File: config.mk
export PLATFORM = sky130hd
export DESIGN_NAME = vec_serializer
export DESIGN_NICKNAME = d
export VERILOG_FILES = /design/src/rtl/vec_serializer.sv
export SDC_FILE = /design/constraint.sdc
export NUM_CORES = 1
export LEC_CHECK = 0
export ABC_AREA = 1
export CAP_MARGIN = 20
export CORE_AREA = 8 8 45 47
export CTS_CLUSTER_SIZE = 24
export DETAILED_ROUTE_END_ITERATION = 8
export DIE_AREA = 0 0 53 55
export GPL_TIMING_DRIVEN = 0
export SLEW_MARGIN = 20
export SYNTH_ARGS = -nofsm -noshare
export SYNTH_HDL_FRONTEND = slang
export SYNTH_SLANG_ARGS = --single-unit
File: constraint.sdc
create_clock -name clk -period 1.3 [get_ports clk]
set_input_delay 0.26 -clock clk [delete_from_list [all_inputs] [get_ports clk]]
set_output_delay 0.26 -clock clk [all_outputs]
set_load 0.005 [all_outputs]
File: src/rtl/vec_serializer.sv
// ---------------------------------------------------------------------------
// vec_serializer
//
// Purpose:
//   Takes one LENGTH-element vector of WIDTH-bit words and streams its
//   elements out one per cycle under ready/valid flow control. One vector is
//   held at a time; a new vector can be accepted in the same cycle the final
//   element of the current one is taken, so back-to-back vectors flow with
//   no bubble.
//
// Ports:
//   clk        rising-edge clock
//   rstn       asynchronous active-low reset
//   in_valid   in_vec holds a valid vector
//   in_ready   block accepts in_vec this cycle (combinational)
//   in_vec     unpacked array of LENGTH elements, index 0 first
//   out_valid  out_data holds a valid element (registered)
//   out_ready  downstream accepts out_data this cycle
//   out_data   current element (registered)
//   out_idx    index of the current element within its vector (registered)
//   out_last   high with the final element of a vector (registered)
//
// Configuration macro:
//   VEC_SER_REVERSE_EN  when defined, elements are emitted from index
//                       LENGTH-1 down to 0 and out_last marks index 0.
// ---------------------------------------------------------------------------
module vec_serializer #(
  parameter  int WIDTH  = 1,
  parameter  int LENGTH = 1,
  localparam int IDXW   = (LENGTH > 1) ? $clog2(LENGTH) : 1
) (
  input  logic             clk,
  input  logic             rstn,
  input  logic             in_valid,
  output logic             in_ready,
  input  logic [WIDTH-1:0] in_vec [LENGTH],
  output logic             out_valid,
  input  logic             out_ready,
  output logic [WIDTH-1:0] out_data,
  output logic [IDXW-1:0]  out_idx,
  output logic             out_last
);

  typedef enum logic {
    IDLE = 1'b0,
    SEND = 1'b1
  } state_t;

`ifdef VEC_SER_REVERSE_EN
  localparam logic [IDXW-1:0] FIRST_IDX = IDXW'(LENGTH - 1);
  localparam logic [IDXW-1:0] END_IDX   = '0;
`else
  localparam logic [IDXW-1:0] FIRST_IDX = '0;
  localparam logic [IDXW-1:0] END_IDX   = IDXW'(LENGTH - 1);
`endif

  state_t           state;
  state_t           state_nxt;
  logic             rdy_en;
  logic             accept;
  logic             xfer;
  logic [IDXW-1:0]  step_idx;
  logic [WIDTH-1:0] vreg [LENGTH];

  // in_ready must stay low during reset and only rise after the first clock
  // edge following release, so a one-bit enable is held in reset alongside
  // the FSM.
  always_ff @(posedge clk or negedge rstn) begin
    if (!rstn) begin
      rdy_en <= 1'b0;
    end else begin
      rdy_en <= 1'b1;
    end
  end

  // State register.
  always_ff @(posedge clk or negedge rstn) begin
    if (!rstn) begin
      state <= IDLE;
    end else begin
      state <= state_nxt;
    end
  end

  // Next-state and handshake decode. A vector may be taken while idle, or
  // while the final element of the held vector leaves this cycle, which is
  // what removes the bubble between back-to-back vectors. in_ready never
  // looks at in_valid.
  always_comb begin
    state_nxt = state;
    in_ready  = 1'b0;
    xfer      = out_valid & out_ready;
    case (state)
      IDLE: in_ready = rdy_en;
      SEND: in_ready = rdy_en & xfer & out_last;
      default: in_ready = 1'b0;
    endcase
    accept = in_valid & in_ready;
    case (state)
      IDLE: if (accept) state_nxt = SEND;
      SEND: if (xfer && out_last && !accept) state_nxt = IDLE;
      default: state_nxt = IDLE;
    endcase
  end

  // Index of the element that follows the current one. Saturating at the
  // final index keeps the vector read in range; that value is never used
  // because the final element is left only by reload or by going idle.
  always_comb begin
    step_idx = out_idx;
    if (out_idx != END_IDX) begin
`ifdef VEC_SER_REVERSE_EN
      step_idx = out_idx - 1'b1;
`else
      step_idx = out_idx + 1'b1;
`endif
    end
  end

  // Vector register and registered output stage. On accept the first
  // element is taken straight from in_vec into the output register, so it
  // appears one cycle after the accept; later elements come from the held
  // copy. Under backpressure nothing here changes.
  always_ff @(posedge clk or negedge rstn) begin
    if (!rstn) begin
      out_valid <= 1'b0;
      out_data  <= '0;
      out_idx   <= '0;
      out_last  <= 1'b0;
      for (int i = 0; i < LENGTH; i++) begin
        vreg[i] <= '0;
      end
    end else if (accept) begin
      vreg      <= in_vec;
      out_valid <= 1'b1;
      out_data  <= in_vec[FIRST_IDX];
      out_idx   <= FIRST_IDX;
      out_last  <= (FIRST_IDX == END_IDX);
    end else if (xfer) begin
      if (out_last) begin
        out_valid <= 1'b0;
      end else begin
        out_data <= vreg[step_idx];
        out_idx  <= step_idx;
        out_last <= (step_idx == END_IDX);
      end
    end
  end

endmodule

* Word level (Yosys, flattened, before mapping)
Index checks and enable logic that the tools add are counted.
Operators by class: eq/ne operators 1, muxes and demuxes 18, reductions and logical operators 7, bitwise gates (word level) 6, $lt $le $gt $ge 1, add/sub/neg operators 1
Operator list (number):
- two-way mux 1 bit | 16
- AND 1 bit | 4
- one-hot mux 1 bit (2 select lines) | 2
- AND reduction 2 bit | 2
- nonzero test 2 bit | 2
- logical AND 1 bit | 2
- != test 2 x 1 -> 1 bit, second input constant | 1
- NOT 1 bit | 2
- adder 1 bit, second input constant | 1
- logical NOT 1 bit | 1
- less-than comparator 1 bit, second input constant | 1
Storage, ports and cells: flip-flop bits (word level) 7

* Longest topological paths before layout
Gate-level depths: netlist (run 1).
depth in word-level cells 9, gate-level depth with buffers 6, mapped depth without buffers 6

* Worst setup path after synthesis (run 1)
No wires, ideal clock.
path kind flip-flop to flip-flop, from reg out_valid, to reg vreg, stages on the path, launching flop included 5, period minus slack after synthesis 0.975 ns, slack 0.325 ns, data arrival time 0.856 ns, buffers on the path 0, cells stage by stage dfrtp_1 nand3_2 nand2_2 nand4_1 and2_1
On the way: cells in the longest elaborated chain, start to end 5
RTL lines:
- start: declaration | line 37 | output logic out_valid,
- start signal: assignment | line 126 | out_valid <= 1'b0;
- start signal: assignment | line 135 | out_valid <= 1'b1;
- start signal: assignment | line 141 | out_valid <= 1'b0;
- AND 1 bit | line 92 | xfer = out_valid & out_ready;
- AND 1 bit (2 in series) | line 95 | SEND: in_ready = rdy_en & xfer & out_last;
- one-hot mux 1 bit (2 select lines) | line 93 | case (state)
- AND 1 bit | line 98 | accept = in_valid & in_ready;
- end signal: assignment | line 134 | vreg <= in_vec;
- end: declaration | line 63 | logic [WIDTH-1:0] vreg [LENGTH];
No other way between the ends. A chain may end at the register's enable or synchronous reset.

* Worst setup path after layout (run 1)
from reg out_last, to out in_ready
On the way: cells in the longest elaborated chain, start to end 2
RTL lines:
- start: declaration | line 41 | output logic out_last
- start signal: assignment | line 138 | out_last <= (FIRST_IDX == END_IDX);
- start signal: assignment | line 145 | out_last <= (step_idx == END_IDX);
- AND 1 bit | line 95
- one-hot mux 1 bit (2 select lines) | line 93
- end: declaration | line 35 | output logic in_ready,
No other way between the ends.

==> results.cfg, run 1 <==
[clocking]
cts_max_level = 1
cts_tree = done
cts_buffers = 3
cts.reportedPaths.clkPinSlew_ns = 0.05
clkSinkCount = 6
clock_path_buffers = 2
hold_buffers = 0
root_buffer = clkbuf_4
clock_latency_ns = 0.24

[yosys]
seq_area_frac_synth = 0.545
ys_ff_latch = 6
synth_fp_nets = 33
synth_cell_types = 14
yosysWarnings = 0
synth_area_per_cell_um2 = 9.83
netlist_instances = 28
synth_area_um2 = 275

[sta]
hold_viol_final = 0
fmax_mhz = 803
grt_setup_unrepaired = true
min_period_over_period = 0.958
fin_crit_ns = 1.25
setup_viol_count_final = 0
slew_viol_final = 0
skew_ns = 0.00246
setup_tns_ns = 0

[grt]
grt.overflow.total = 0
grt_max_degree = 7
grt_pass1_wl_um = 828
grt_usage = 0.0412
antenna_found_initial = 0
grt_pass1_vias = 200

[worst_setup_path]
cp-end-kind = output pin
crit_start = out_last
reg2reg_from = out_last
cp-start-kind = flop
required_ns = 1.04
crit_type = flop to output pin
ff2ff_path_depth = 4
rrSetupSlack_ns = 0.29
path_max_fanout = 3
r2r_end = vreg
critPathArrivalTime_ns = 0.99

[routing]
vias = 216
drt-initial-drc-count = 3
first_pass_iters = 2
routed_wl_um = 535
drc_errors = 0
antenna_left = 0
wl_per_cell_um = 9.39
vias_per_cell = 3.79

[layout]
final_core_util = 0.294
drive_gt1_frac = 0.268
diodes = 0
ff_latch_area_um2 = 150
fin_nets = 48
nFillCells = 151
multiInputGateArea_um2 = 114
syn_to_final_growth_pct = 47.7

[die]
dieHeight_um = 55
core_area_um2 = 1380
die_area_um2 = 2920
io_pins = 10
placementRows = 14
initial_core_util = 0.199
fp.dieW_um = 53

[outcome]
status = completed

[placed_design]
place_congestion = 0.688
dp_hpwl_um = 408
io_buffers = 8

[power_and_ir_drop]
leakagePower_uw = 0.000198
power_uw = 694
vdd_drop_max_mv = 0.569
powerDensity_nw_per_um2 = 1710

[flow_run]
drv_cap = 0

[hold_path]
hold_path.class = primary input to asynchronous set/reset pin
[logic make-up (layout without fill, tap and decap cells)]
logic type,after synthesis,in the layout,synth area share
AOI/OAI and AO/OA,2,2,0.0454
buffers and inverters,3,16,0.0546
DFF,6,6,0.545
other,2,2,0.0273
and+or+nand+nor,15,15,0.327
[how the worst max path moves through the flow]
stage | endpoint | slack [ns] | depth (start not counted)
floorplan | vreg | 0.33 | 4
global placement | in_ready | -0.51 | 4
detailed placement | in_ready | -0.52 | 4
CTS | in_ready | -0.07 | 3
global route | in_ready | -0.02 | 3
finish | in_ready | 0.05 | 3
[where the power goes]
group          internal [µW]  switching [µW]  leakage (µW)
Combinational            121             112      0.000117
Sequential               252            38.5     0.0000670
Clock                    104            66.6     0.0000138
[Yosys cell counts]
master / n / area [µm²]
a21boi_1: 1 / 7.51
and2_1: 1 / 6.26
nand3b_1: 1 / 7.51
a21oi_1: 1 / 5.00
nand2_1: 7 / 26.3
buf_4: 1 / 7.51
inv_1: 2 / 7.51
conb_1: 2 / 7.51
nand2_2: 1 / 6.26
dfrtp_1: 6 / 150
nand3_4: 1 / 17.5
nand3_2: 1 / 10.0
nand4_1: 1 / 6.26
nand3_1: 2 / 10.0
[worst max-delay path, cell delays in order (launching register included)]
cell and delay (ns):
dfrtp_1 0.36, nand3_2 0.12, a21boi_2 0.14, buf_2 0.12
[flip-flops by register name (all words and copies together) (netlist names)]
register   cells
out_data       1
state          1
out_last       1
vreg           1
rdy_en         1
out_valid      1
[what timing repair did]
| item | CTS | global route |
|---|---|---|
| resized for setup | 7 | 2 |
| pin swaps | 0 | 2 |
| buffers inserted | 2 | 0 |
| setup endpoints to repair | 4 | 1 |
| hold endpoints to repair | 0 | 0 |
[metal layers]
metal / track usage / part of all wire / up-vias
met2: 0.0586 / 0.48 / 6
met5: 0 / 0 / -
met3: 0.0267 / 0.071 / 2
li1: - / - / 114
met1: 0.0400 / 0.42 / 94
met4: 0.0388 / 0.019 / 0
[per-stage QoR]
| stage | setup slack [ns] | std cells | area, µm² | hold slack (ns) |
|---|---|---|---|---|
| 2_1_floorplan | 0.325 | 28 | 275 | -0.0356 |
| 3_3_place_gp | -0.511 | 52 | 375 | 0.498 |
| 3_5_place_dp | -0.517 | 52 | 375 | 0.496 |
| 4_1_cts | -0.0660 | 57 | 409 | 0.267 |
| 5_1_grt | -0.0239 | 57 | 407 | 0.270 |
| 6_report | 0.0547 | 57 | 407 | 0.262 |
[placed cells by master, fill, tap and decap left out]
cell,count
nand3b_1,1
nand3_1,2
inv_1,2
and2_1,1
a21oi_1,1
dlygate4sd2_1,4
conb_1,2
nand3_4,1
dfrtp_1,6
nand2_1,7
nand2_2,1
buf_2,1
nand4_1,1
a21boi_2,1
clkdlybuf4s50_1,3
buf_4,3
clkbuf_4,3
nand3_2,1
[final cells by class]
cell class,count,share of cell area
flip-flops and latches,6,0.369
clock buffers,3,0.0554
inverters,2,0.0185
repair buffers,10,0.209
multi-input cells,19,0.280
well taps,16,0.0492
plain buffers,1,0.0185
Power figures use the tool's default switching activity.
==> run 2: changes to the inputs <==
- CTS_CLUSTER_DIAMETER: default -> 80
- MAX_ROUTING_LAYER: default -> met4
==> results of run 2 <==
The final DEF is identical to that of run 1; final timing and power are the same.
Among the figures that moved: final weighted congestion in routability-driven placement 0.688 -> 0.695; overall routing resource usage 0.0412 -> 0.0424
==> run 3: changes to the inputs <==
- CORE_AREA: 8 8 45 47 -> 2 2 39 41
- DIE_AREA: 0 0 53 55 -> 0 0 41 43
==> run 3 against run 2 <==
Effect of this change: largest cell class unchanged; global-route usage rose by 4.0 points; fmax up 2.1%; sequential power is essentially flat; total power is 1.5% higher.
==> results.cfg, run 3 (synthesis results as in run 1) <==
[power_and_ir_drop]
leakagePower_uw = 0.000202
vdd_drop_max_mv = 0.435
combinationalPowerShare = 0.349
powerDensity_nw_per_um2 = 1720
intPower_uw = 486
power_frac_seq = 0.410
p_clk_frac = 0.241
p_sw_frac = 0.310
power_switching_uw = 218

[die]
dieHeight_um = 43
initial_core_util = 0.199
fp.dieW_um = 41
die_area_um2 = 1760
placementRows = 14
io_pins = 10
core_area_um2 = 1380

[sta]
hold_ws_ns = 0.256
skew_ns = 0.000111
setup_viol_count_final = 0
fmax_mhz = 820
fin_crit_ns = 1.22
grt_setup_unrepaired = false
hold_viol_final = 0
setup_tns_ns = 0
min_period_over_period = 0.938
slew_viol_final = 0

[clocking]
cts_max_level = 1
clock_latency_ns = 0.24
root_buffer = clkbuf_4
clock_path_buffers = 2
cts.reportedPaths.clkPinSlew_ns = 0.04
cts_tree = done
clkSinkCount = 6
cts_buffers = 3

[layout]
mostFrequentLayoutCell = nand2_1
syn_to_final_growth_pct = 49.1
diodes = 0
finalInstanceArea_um2 = 410
fin_nets = 49
layout.cells.non_filler = 58
layout_common_cells = nand2_1 (7), dfrtp_1 (6), buf_4 (4), dlygate4sd2_1 (4)
drive_gt1_frac = 0.262
nFillCells = 156
final_core_util = 0.297

[worst_setup_path]
cp_slowest_cell = dfrtp_1
crit_path_cell_trace = nand3_2 > a21boi_1 > buf_2
r2r_end = vreg
path_max_fanout = 3
cp-start-kind = flop
crit_type = flop to output pin
ff2ff_path_depth = 5
slowest_delay_ns = 0.37
critPathBufInv = 1
cp-end-kind = output pin
crit_family = flip-flops
rrSetupSlack_ns = 0.19
critPathArrivalTime_ns = 0.96
reg2reg_from = out_valid
required_ns = 1.04

[placed_design]
place_congestion = 0.675
dp.cells = 52
placed_cell_area_um2 = 375
io_buffers = 8

[routing]
vias = 232
wl_per_cell_um = 8.95
antenna_left = 0
routed_wl_um = 519
vias_per_cell = 4.00
first_pass_iters = 2
drt-initial-drc-count = 1
drc_errors = 0

[outcome]
status = completed

[grt]
grt_pass1_wl_um = 924
antenna_found_initial = 0
grt_pass1_vias = 235
grt_usage = 0.0828
grt_max_degree = 7
grt.overflow.total = 0

[hold_path]
hold_path.class = primary input to asynchronous set/reset pin

[flow_run]
drv_cap = 0
-- run 3: what timing repair did --
item | CTS | global route
setup endpoints to repair | 4 | 1
resized for setup | 7 | 1
pin swaps | 0 | 2
hold buffers | 0 | 0
endpoints found under the hold margin | 0 | 0
setup buffers | 3 | 0
-- run 3: area by class of cell --
cell class / instances / area [µm²] / area share
Tap cell: 16 / 20.0 / 0.0488
Timing Repair Buffer: 11 / 92.6 / 0.226
Multi-Input combinational cell: 19 / 110 / 0.268
Buffer: 1 / 7.51 / 0.0183
Clock buffer: 3 / 22.5 / 0.0549
Sequential cell: 6 / 150 / 0.366
Inverter: 2 / 7.51 / 0.0183
-- run 3: per-layer routing --
layer	vias to the layer above	track usage	share of wire
li1	118	-	-
met4	0	0.0600	0
met5	-	-	0
met3	0	0.0314	0.052
met2	6	0.113	0.53
met1	108	0.0951	0.41
-- run 3: worst max-delay path by stage --
| stage | slack (ns) | depth (start not counted) | to | startpoint |
|---|---|---|---|---|
| after global placement | -0.50 | 4 | in_ready | out_ready |
| after detailed placement | -0.51 | 4 | in_ready | out_ready |
| after floorplan | 0.33 | 4 | vreg | out_valid |
| after CTS | -0.03 | 3 | in_ready | out_last |
| final | 0.08 | 3 | in_ready | out_valid |
| after global routing | 0.01 | 3 | in_ready | out_last |
-- run 3: stage by stage --
stage	worst slack, ns	power (µW)
after floorplan	0.325	415
after CTS	-0.0331	726
after global routing	0.0144	768
final	0.0800	705
after detailed placement	-0.506	537
after global placement	-0.501	531
-- run 3: power groups by stage --
| stage | sequential [µW] | combinational, µW | clock, µW |
|---|---|---|---|
| 2_1_floorplan | 298 | 118 | 0 |
| 3_5_place_dp | 301 | 237 | 0 |
| 5_1_grt | 295 | 280 | 194 |
| 3_3_place_gp | 298 | 233 | 0 |
| 6_report | 289 | 246 | 170 |
| 4_1_cts | 291 | 257 | 178 |
